$ cat src/rtl/muldiv_ctrl.sv
// Iterative radix-2 multiply / restoring divide unit writing the HI/LO pair; MULDIV_EARLY_EXIT_EN enables multiply early exit.
// Latency: done in cycle start+WIDTH+1 (start+1 on divide-by-zero); early exit shortens multiplies to msb(|b|)+2.
// Backpressure: busy high in CALC/DONE; start, hi_we and lo_we are ignored while busy, so the issuer must hold them.
module muldiv_ctrl #(
    parameter int WIDTH = 32,
    parameter int CNT_W = 6
) (
    input  logic             clk,
    input  logic             rst,
    input  logic             start,
    input  logic [1:0]       op,
    input  logic [WIDTH-1:0] a,
    input  logic [WIDTH-1:0] b,
    input  logic             cancel,
    input  logic             hi_we,
    input  logic             lo_we,
    input  logic [WIDTH-1:0] wdata,
    output logic             busy,
    output logic             done,
    output logic             div_zero,
    output logic [WIDTH-1:0] hi,
    output logic [WIDTH-1:0] lo
);

    typedef enum logic [1:0] {
        IDLE = 2'd0,
        CALC = 2'd1,
        DONE = 2'd2
    } state_t;

    state_t state, state_nxt;

    logic [CNT_W-1:0]   cnt;
    logic               is_div;
    logic               neg_res;
    logic               neg_rem;
    logic               dz;
    logic [2*WIDTH-1:0] acc;
    logic [2*WIDTH-1:0] mcd;
    logic [WIDTH-1:0]   mlr;
    logic [WIDTH-1:0]   quo;
    logic [WIDTH-1:0]   rem;
    logic [WIDTH-1:0]   dvs;
    logic [WIDTH-1:0]   hi_q;
    logic [WIDTH-1:0]   lo_q;

    // Operand preparation: signed ops work on magnitudes, unsigned on raw values.
    logic             a_neg, b_neg, div_by_zero, accept;
    logic [WIDTH-1:0] a_mag, b_mag;

    assign a_neg       = ~op[0] & a[WIDTH-1];
    assign b_neg       = ~op[0] & b[WIDTH-1];
    assign a_mag       = a_neg ? (~a + 1'b1) : a;
    assign b_mag       = b_neg ? (~b + 1'b1) : b;
    assign div_by_zero = op[1] & (b == '0);
    assign accept      = (state == IDLE) & start & ~cancel;

    // One shift-add multiply step.
    logic [2*WIDTH-1:0] acc_step, mcd_step;
    logic [WIDTH-1:0]   mlr_step;

    assign acc_step = mlr[0] ? (acc + mcd) : acc;
    assign mcd_step = mcd << 1;
    assign mlr_step = mlr >> 1;

    // One restoring divide step; the partial remainder is always below the divisor,
    // so the subtraction is exact in WIDTH bits whenever the trial fits.
    logic             fits;
    logic [WIDTH-1:0] rem_sh, rem_step, quo_step;

    assign fits     = {rem, quo[WIDTH-1]} >= {1'b0, dvs};
    assign rem_sh   = {rem[WIDTH-2:0], quo[WIDTH-1]};
    assign rem_step = rem_sh - (fits ? dvs : '0);
    assign quo_step = {quo[WIDTH-2:0], fits};

    logic last_step;
`ifdef MULDIV_EARLY_EXIT_EN
    // Once no multiplier bits remain the accumulator already holds the full product.
    assign last_step = (cnt == CNT_W'(1)) | (~is_div & (mlr_step == '0));
`else
    assign last_step = (cnt == CNT_W'(1));
`endif

    // Final sign correction.
    logic [2*WIDTH-1:0] prod;
    logic [WIDTH-1:0]   quo_fix, rem_fix, res_hi, res_lo;

    assign prod    = neg_res ? (~acc + 1'b1) : acc;
    assign quo_fix = neg_res ? (~quo + 1'b1) : quo;
    assign rem_fix = neg_rem ? (~rem + 1'b1) : rem;
    assign res_hi  = is_div ? rem_fix : prod[2*WIDTH-1:WIDTH];
    assign res_lo  = is_div ? quo_fix : prod[WIDTH-1:0];

    always_ff @(posedge clk) begin
        if (rst) begin
            state <= IDLE;
        end else begin
            state <= state_nxt;
        end
    end

    always_comb begin
        state_nxt = state;
        busy      = 1'b0;
        done      = 1'b0;
        div_zero  = 1'b0;
        case (state)
            IDLE: begin
                if (accept) begin
                    state_nxt = div_by_zero ? DONE : CALC;
                end
            end
            CALC: begin
                busy = 1'b1;
                if (cancel) begin
                    state_nxt = IDLE;
                end else if (last_step) begin
                    state_nxt = DONE;
                end
            end
            DONE: begin
                busy      = 1'b1;
                state_nxt = IDLE;
                done      = ~cancel;
                div_zero  = ~cancel & dz;
            end
            default: begin
                state_nxt = IDLE;
            end
        endcase
    end

    // The result is shown on hi/lo during DONE and committed as DONE retires.
    assign hi = done ? res_hi : hi_q;
    assign lo = done ? res_lo : lo_q;

    always_ff @(posedge clk) begin
        if (rst) begin
            cnt     <= '0;
            is_div  <= 1'b0;
            neg_res <= 1'b0;
            neg_rem <= 1'b0;
            dz      <= 1'b0;
            acc     <= '0;
            mcd     <= '0;
            mlr     <= '0;
            quo     <= '0;
            rem     <= '0;
            dvs     <= '0;
            hi_q    <= '0;
            lo_q    <= '0;
        end else begin
            if (accept) begin
                cnt     <= CNT_W'(WIDTH);
                is_div  <= op[1];
                dz      <= div_by_zero;
                acc     <= '0;
                mcd     <= {{WIDTH{1'b0}}, a_mag};
                mlr     <= b_mag;
                dvs     <= b_mag;
                if (div_by_zero) begin
                    neg_res <= 1'b0;
                    neg_rem <= 1'b0;
                    quo     <= '1;
                    rem     <= a;
                end else begin
                    neg_res <= a_neg ^ b_neg;
                    neg_rem <= a_neg;
                    quo     <= a_mag;
                    rem     <= '0;
                end
            end else if (state == CALC) begin
                cnt <= cnt - 1'b1;
                if (is_div) begin
                    rem <= rem_step;
                    quo <= quo_step;
                end else begin
                    acc <= acc_step;
                    mcd <= mcd_step;
                    mlr <= mlr_step;
                end
            end

            if (state == IDLE) begin
                if (hi_we) begin
                    hi_q <= wdata;
                end
                if (lo_we) begin
                    lo_q <= wdata;
                end
            end else if (done) begin
                hi_q <= res_hi;
                lo_q <= res_lo;
            end
        end
    end

endmodule

$ cat config.mk
export PLATFORM = sky130hd
export DESIGN_NAME = muldiv_ctrl
export DESIGN_NICKNAME = d
export VERILOG_FILES = /design/src/rtl/muldiv_ctrl.sv
export SDC_FILE = /design/constraint.sdc
export NUM_CORES = 1
export LEC_CHECK = 0
export ABC_CLOCK_PERIOD_IN_PS = 9930
export CAP_MARGIN = 25
export CORE_MARGIN = 10
export CORE_UTILIZATION = 45
export CTS_CLUSTER_SIZE = 20
export DETAILED_ROUTE_END_ITERATION = 12
export DONT_BUFFER_PORTS = 1
export SYNTH_ARGS = -nofsm -noshare
export SYNTH_HDL_FRONTEND = slang
export SYNTH_SLANG_ARGS = --single-unit
$ cat constraint.sdc
create_clock -name clk -period 9.93 [get_ports clk]
set_input_delay 2.4825 -clock clk [delete_from_list [all_inputs] [get_ports clk]]
set_output_delay 2.4825 -clock clk [all_outputs]
set_load 0.02 [all_outputs]
==> summary.md, run 1 <==
| Metric | Value |
|---|---|
| Outcome | `finished, final reports clean` |
| P_sw | `1.65 mW` |
| Leakage | `10.0 nW` |
| Sink Count | `332` |
| WL met2 | `41400 um` |
| Max Slew Vio Count | `0` |
| Global route overflow | `0` |
| Number of nets in the layout | `3348` |
| Die width | `252 um` |
| Core Rows | `85` |
| Post-synthesis compound-gate area fraction | `26.6%` |
| Vias per cell | `6.21` |
| CP Launch Type | `input port` |
| Drt first pass iters | `5` |
| IO Count | `171` |
| Setup TNS Final | `0 ps` |
| Antenna violations before repair | `3` |
| Worst path cell trace | `nand2b_4, clkinv_1, and2_1` |
| Core area | `53600 um2` |
| Root buf cell | `clkbuf_16` |
| Maximum vdd ir drop | `0.166 mV` |
| Area added between synthesis and finish | `7.50%` |
| I/O Buffers | `0` |
| First-pass GRT wire length | `136000 um` |
| Drt total wl | `90200 um` |
| Worst Hold Depth | `2` |
| H-tree depth | `2` |
| Comb power frac | `29.6%` |
| Mux cell area share after synthesis | `4.90%` |
| WP data required | `7450 ps` |
| Setup violations, final | `0` |
| Async SR Flop Fraction | `0%` |
| Clock skew | `17.1 ps` |
| Antenna diodes | `0` |
| Top cell type's share of synthesized area | `27.4%` |
| All-Layer GR Usage | `27.2%` |
| Wire length on met3 | `7430 um` |
| CP max stage delay | `990 ps` |
| Hold buffer count at CTS | `0` |
| CTS max path bufs | `3` |
| CTS tree | `yes` |
| Synth top area cells | `dfxtp_1 27%, nand2_1 7.9%, ha_1 7.0%` |
| Die Span Y | `252 um` |
| Die ar. | `63600 um2` |
| CTS Buf Count | `43` |
| Synth Instances | `3248` |
| Top-count cell post-synth | `nand2_1` |
| Internal power | `2.93 mW` |
| Vias after detailed routing | `23825` |
| Syn avg cell area | `7.47 um2` |
| Register area share after synthesis | `27.4%` |
| R2R cell count | `23` |
| Largest net degree at the start of global routing | `204` |
| GPL Wtd Cong | `0.988` |
| Setup Buffers After CTS | `0` |
| Worst hold path type | `reg2reg` |
| Synthesized cell area | `24300 um2` |
| Slowest cell on the critical path | `clkinv_1` |
| Worst-margin pin slew | `1170 ps` |
| Util after Layout | `48.7%` |
| Unique cell type count in the Yosys netlist | `83` |
| Clock share of power | `35.8%` |
| Synthesized netlist net count | `3490` |
| Simple-gate share of the synthesized area | `21.3%` |
| Peak fanout along the critical path | `99` |
| #FFs+latches synth | `332` |
| Largest family of logic cells by synthesized area | `compound AO/OA/AOI/OAI gates` |
| CTS clk-pin slew, worst paths | `50 ps` |
| Fmax | `0.136 GHz` |
| CP Capture Type | `output port` |
| Number of global-route vias before repair | `22313` |
| Sw Ratio | `36.0%` |
| Synth Flop Type | `dfxtp_1` |
| Post-route DRC | `0` |
| Slew headroom | `21.1%` |
| Family with the most delay on the worst path | `simple AND/OR/NAND/NOR gates` |
| Endpoints failing hold | `0` |
| Setup Crit Path Kind | `in2out` |
| Top Metal Used | `met5` |
| Post-CTS Resized | `0` |
| Clock period minus worst slack | `7340 ps` |
| Routed Antenna Nets | `0` |
| Critical path buffers and inverters | `1` |
| Period utilisation layout | `73.9%` |
| EDFF count, synth | `0` |
| Synth top cells by count | `509 x nand2_1, 332 x dfxtp_1, 317 x a21oi_1, 269 x nor2_1, 189 x clkbuf_1` |
| Synth Warn # | `0` |
| Power Dens Cells | `176 nW/um2` |
| Drt first-iter violations | `2066` |
| RSZ-0062 raised after global routing | `no` |
| Adder-Cell Fraction of Synth Area | `7.17%` |
| Clk_lat worst skew | `590 ps` |
| # fillers | `5343` |
| Stages on the worst setup path | `3` |
| Detailed placer's ending HPWL | `67700 um` |
| WL/cell | `23.5 um` |
| Cell taking the most area after synthesis | `dfxtp_1` |
| Initial Utilization | `45.3%` |
| Sequential share of power | `34.6%` |
| Max Cap Viol | `0` |
| Metal1 wirelength | `36100 um` |
| XOR/XNOR Fraction of Synth Area | `8.19%` |
| Crit path DAT | `4860 ps` |
| Share of layout cells above drive strength 1 | `4.91%` |
[metrics by stage]
step | cells | area [um2] | power, mW | worst slack [ps] | hold slack (ps)
2_1_floorplan | 3248 | 24300 | 2.61 | 3660 | 434
3_3_place_gp | 3753 | 24600 | 2.92 | 2640 | 452
3_5_place_dp | 3754 | 24600 | 2.94 | 2610 | 454
4_1_cts | 3831 | 26100 | 4.58 | 2610 | 463
5_1_grt | 3834 | 26100 | 4.79 | 2430 | 484
6_report | 3834 | 26100 | 4.59 | 2590 | 461
[worst paths after layout]
path	startpoint	endpoint	slack [ps]
max	cancel	div_zero	2590
min	mlr[31]	mlr[31]	460
max reg2reg	rem[30]	rem[30]	3550
min reg2reg	mlr[31]	mlr[31]	460
[power by group through the flow]
stage	sequential, mW	combinational (mW)	clock (mW)
4_1_cts	1.58	1.34	1.66
3_5_place_dp	1.61	1.33	0
5_1_grt	1.60	1.48	1.71
3_3_place_gp	1.61	1.31	0
2_1_floorplan	1.55	1.06	0
6_report	1.59	1.36	1.64
[placed cells by master (no fill, tap or decap), types with 59 or more instances in the layout]
cell type  synthesis  routed
inv_1             72      72
xnor2_1          138     138
o21ai_0          187     187
a21o_1            59      59
nand3_1           61      61
nor2_1           269     266
a21boi_0          63      63
xor2_1            89      89
mux2i_1          103     103
ha_1             136     135
a21oi_1          317     317
a211oi_1          93      93
nand2_1          509     507
dfxtp_1          332     330
nor3_1            89      89
[flip-flops by register name (all words and copies together), names as in the netlist, 2 cells and up]
| register | cells |
|---|---|
| rem | 32 |
| acc | 64 |
| dvs | 32 |
| quo | 32 |
| mcd | 64 |
| lo_q | 32 |
| mlr | 32 |
| hi_q | 32 |
| cnt | 6 |
| state | 2 |
[final cells by class]
class / instances / area (um2) / share of cell area [%]
Clock buffer: 59 / 1250 / 4.79
Inverter: 74 / 278 / 1.06
Multi-Input combinational cell: 2627 / 16600 / 63.7
Timing Repair Buffer: 28 / 226 / 0.868
Tap cell: 696 / 871 / 3.34
Sequential cell: 332 / 6650 / 25.5
Clock inverter: 18 / 210 / 0.806
[logic make-up after synthesis]
| family | after synthesis |
|---|---|
| compound gates | 1009 |
| fa+ha+maj | 138 |
| buf+inv | 289 |
| flops | 332 |
| xor+xnor | 227 |
| simple gates | 1142 |
| mux | 111 |
[tightest hold or removal path, cell delays in order (launching register included)]
cell and delay (ps):
dfxtp_1 310, nand3_1 60, nand2_1 40
[routing by layer]
| metal | vias to the layer above | GRT usage, % |
|---|---|---|
| met4 | 4 | 15.1 |
| met1 | 11288 | 32.8 |
| met2 | 932 | 44.2 |
| li1 | 11389 | - |
| met5 | - | 0 |
| met3 | 212 | 6.05 |
No activity file was read; power rests on OpenSTA's default activity.
==> run 2: changes to the inputs <==
- ABC_CLOCK_PERIOD_IN_PS: 9930 -> 7100
- clock period: 9.93 -> 7.1 ns (I/O delays scaled with it)
==> summary.md, run 2 (synthesized netlist as in run 1, its figures left out) <==
| Metric | Value |
|---|---|
| Outcome | `finished, final reports clean (unchanged)` |
| Sequential share of power | `34.2% (was 34.6%)` |
| CTS max path bufs | `3 (unchanged)` |
| Internal power | `4.15 mW (was 2.93 mW)` |
| Endpoints failing hold | `0 (unchanged)` |
| Drt total wl | `91000 um (was 90200 um)` |
| Post-route DRC | `0 (unchanged)` |
| CTS Buf Count | `43 (unchanged)` |
| Routed Antenna Nets | `0 (unchanged)` |
| Leakage | `10.1 nW (was 10.0 nW)` |
| Largest net degree at the start of global routing | `204 (unchanged)` |
| Peak fanout along the critical path | `9 (was 99)` |
| Slew headroom | `25.2% (was 21.1%)` |
| Core Rows | `85 (unchanged)` |
| WL/cell | `23.6 um (was 23.5 um)` |
| Detailed placer's ending HPWL | `68300 um (was 67700 um)` |
| Setup TNS Final | `0 ps (unchanged)` |
| Clock share of power | `35.7% (was 35.8%)` |
| Die ar. | `63600 um2 (unchanged)` |
| CTS clk-pin slew, worst paths | `60 ps (was 50 ps)` |
| Die Span Y | `252 um (unchanged)` |
| Maximum vdd ir drop | `0.204 mV (was 0.166 mV)` |
| Non-filler cells, final | `3848 (was 3834)` |
| Setup Crit Path Kind | `reg2out (was in2out)` |
| Slowest cell on the critical path | `o21ai_0 (was clkinv_1)` |
| I/O Buffers | `0 (unchanged)` |
| H-tree depth | `2 (unchanged)` |
| Vias per cell | `6.19 (was 6.21)` |
| Sw Ratio | `35.7% (was 36.0%)` |
| Hold buffer count at CTS | `0 (unchanged)` |
| IO Count | `171 (unchanged)` |
| Largest registers | `acc (64), mcd (64) (unchanged)` |
| Antenna violations before repair | `2 (was 3)` |
| Most frequent cells in the layout | `507 x nand2_1, 330 x dfxtp_1, 317 x a21oi_1 (unchanged)` |
| Post-CTS Resized | `0 (unchanged)` |
| Vias after detailed routing | `23802 (was 23825)` |
| P_sw | `2.30 mW (was 1.65 mW)` |
| Initial Utilization | `45.3% (unchanged)` |
| CP Capture Type | `output port (unchanged)` |
| Setup Buffers After CTS | `0 (unchanged)` |
| Global route overflow | `0 (unchanged)` |
| Setup violations, final | `0 (unchanged)` |
| Worst-margin pin slew | `1110 ps (was 1170 ps)` |
| Root buf cell | `clkbuf_16 (unchanged)` |
| Top cell by count, worst path | `o21ai_0` |
| Comb power frac | `30.1% (was 29.6%)` |
| CP Launch Type | `flop (was input port)` |
| Drt first-iter violations | `2297 (was 2066)` |
| Period utilisation layout | `85.8%` |
| Crit path DAT | `4310 ps (was 4860 ps)` |
| Worst path cell trace | `nor4_2, nand4b_1, or3_4, or4_1, or3_1, nand2_1, xnor2_1, o21ai_0, o21ai_0 (was nand2b_4, clkinv_1, and2_1)` |
| Core area | `53600 um2 (unchanged)` |
| Clk_lat worst skew | `590 ps (about the same)` |
| Number of nets in the layout | `3360 (was 3348)` |
| # fillers | `5342 (was 5343)` |
| All-Layer GR Usage | `27.4% (was 27.2%)` |
| Placed insts | `3765 (was 3754)` |
| Fmax | `0.164 GHz` |
| GPL Wtd Cong | `0.982 (was 0.988)` |
| Clock skew | `19.7 ps (was 17.1 ps)` |
| CTS tree | `yes (unchanged)` |
| Power Dens Cells | `246 nW/um2 (was 176 nW/um2)` |
| Area added between synthesis and finish | `7.85% (was 7.50%)` |
| Drt first pass iters | `6 (was 5)` |
| Total Power | `6.45 mW (was 4.59 mW)` |
| Worst hold path type | `reg2reg (unchanged)` |
| Family with the most delay on the worst path | `simple AND/OR/NAND/NOR gates (unchanged)` |
| Share of layout cells above drive strength 1 | `5.05% (was 4.91%)` |
| Max Cap Viol | `0 (unchanged)` |
| Sink Count | `332 (unchanged)` |
| RSZ-0062 raised after global routing | `no (unchanged)` |
| Critical path buffers and inverters | `0 (was 1)` |
| Die width | `252 um (unchanged)` |
| CP max stage delay | `770 ps (was 990 ps)` |
| Number of global-route vias before repair | `22394 (was 22313)` |
| WP data required | `5330 ps (was 7450 ps)` |
| Max Slew Vio Count | `0 (unchanged)` |
| Most common cell after layout, fill and taps aside | `nand2_1 (unchanged)` |
| First-pass GRT wire length | `136000 um (about the same)` |
| Clock period minus worst slack | `6090 ps` |
## run 2: worst paths after layout
path	cells past startpoint	to	start	slack, ps
worst max-delay path	9	hi[6]	acc[6]	1010
worst min-delay path	2	mlr[31]	mlr[31]	470
worst max register to register	21	rem[28]	rem[27]	1190
worst min register to register	2	mlr[31]	mlr[31]	470
## run 2: final cells by class
cell class	count	area (um2)	share of cell area [%]
clock buffers	66	1310	4.98
flip-flops and latches	332	6650	25.4
repair buffers	40	297	1.13
well taps	696	871	3.33
multi-input cells	2627	16600	63.4
inverters	74	278	1.06
diodes	1	2.50	0.00956
clock inverters	12	166	0.636
## run 2: layer usage
layer | part of all wire, % | wire length (um) | vias to the layer above | GRT usage (%)
li1 | - | - | 11441 | -
met1 | 40 | 36600 | 11260 | 32.5
met2 | 45 | 41300 | 877 | 44.3
met3 | 8.1 | 7360 | 220 | 6.92
met4 | 6.3 | 5700 | 4 | 16.0
met5 | 0.019 | 17 | - | 0
## run 2: through the flow
stage	setup slack [ps]	hold slack, ps	util (%)	area [um2]
3_3_place_gp	1420	449	45.9	24600
2_1_floorplan	2120	434	-	24300
4_1_cts	1030	469	48.8	26200
5_1_grt	721	488	48.8	26200
3_5_place_dp	1320	458	46.1	24700
6_report	1010	472	48.8	26200
## run 2: worst register-to-register path: stages, from the launching register on
cell and delay, ps:
dfxtp_1 410, ha_1 320, nand2_1 70, nor4_1 350, nand2_1 130, or3_1 410
nor4_1 250, a311o_1 330, buf_4 330, nand2_1 160, fa_1 470, a211o_1 280
o211ai_1 150, a211oi_1 190, o221ai_1 350, o21ai_1 200, a211o_1 410, a41o_1 300
a31oi_1 240, xnor2_1 90, a221oi_1 270, nor3_1 90
## run 2: power groups by stage
stage / Sequential [mW] / Combinational, mW / Clock [mW]
after floorplan: 2.17 / 1.48 / 0
after global placement: 2.23 / 1.87 / 0
after detailed placement: 2.24 / 1.89 / 0
after CTS: 2.20 / 1.91 / 2.34
after global routing: 2.22 / 2.11 / 2.41
final: 2.21 / 1.94 / 2.30
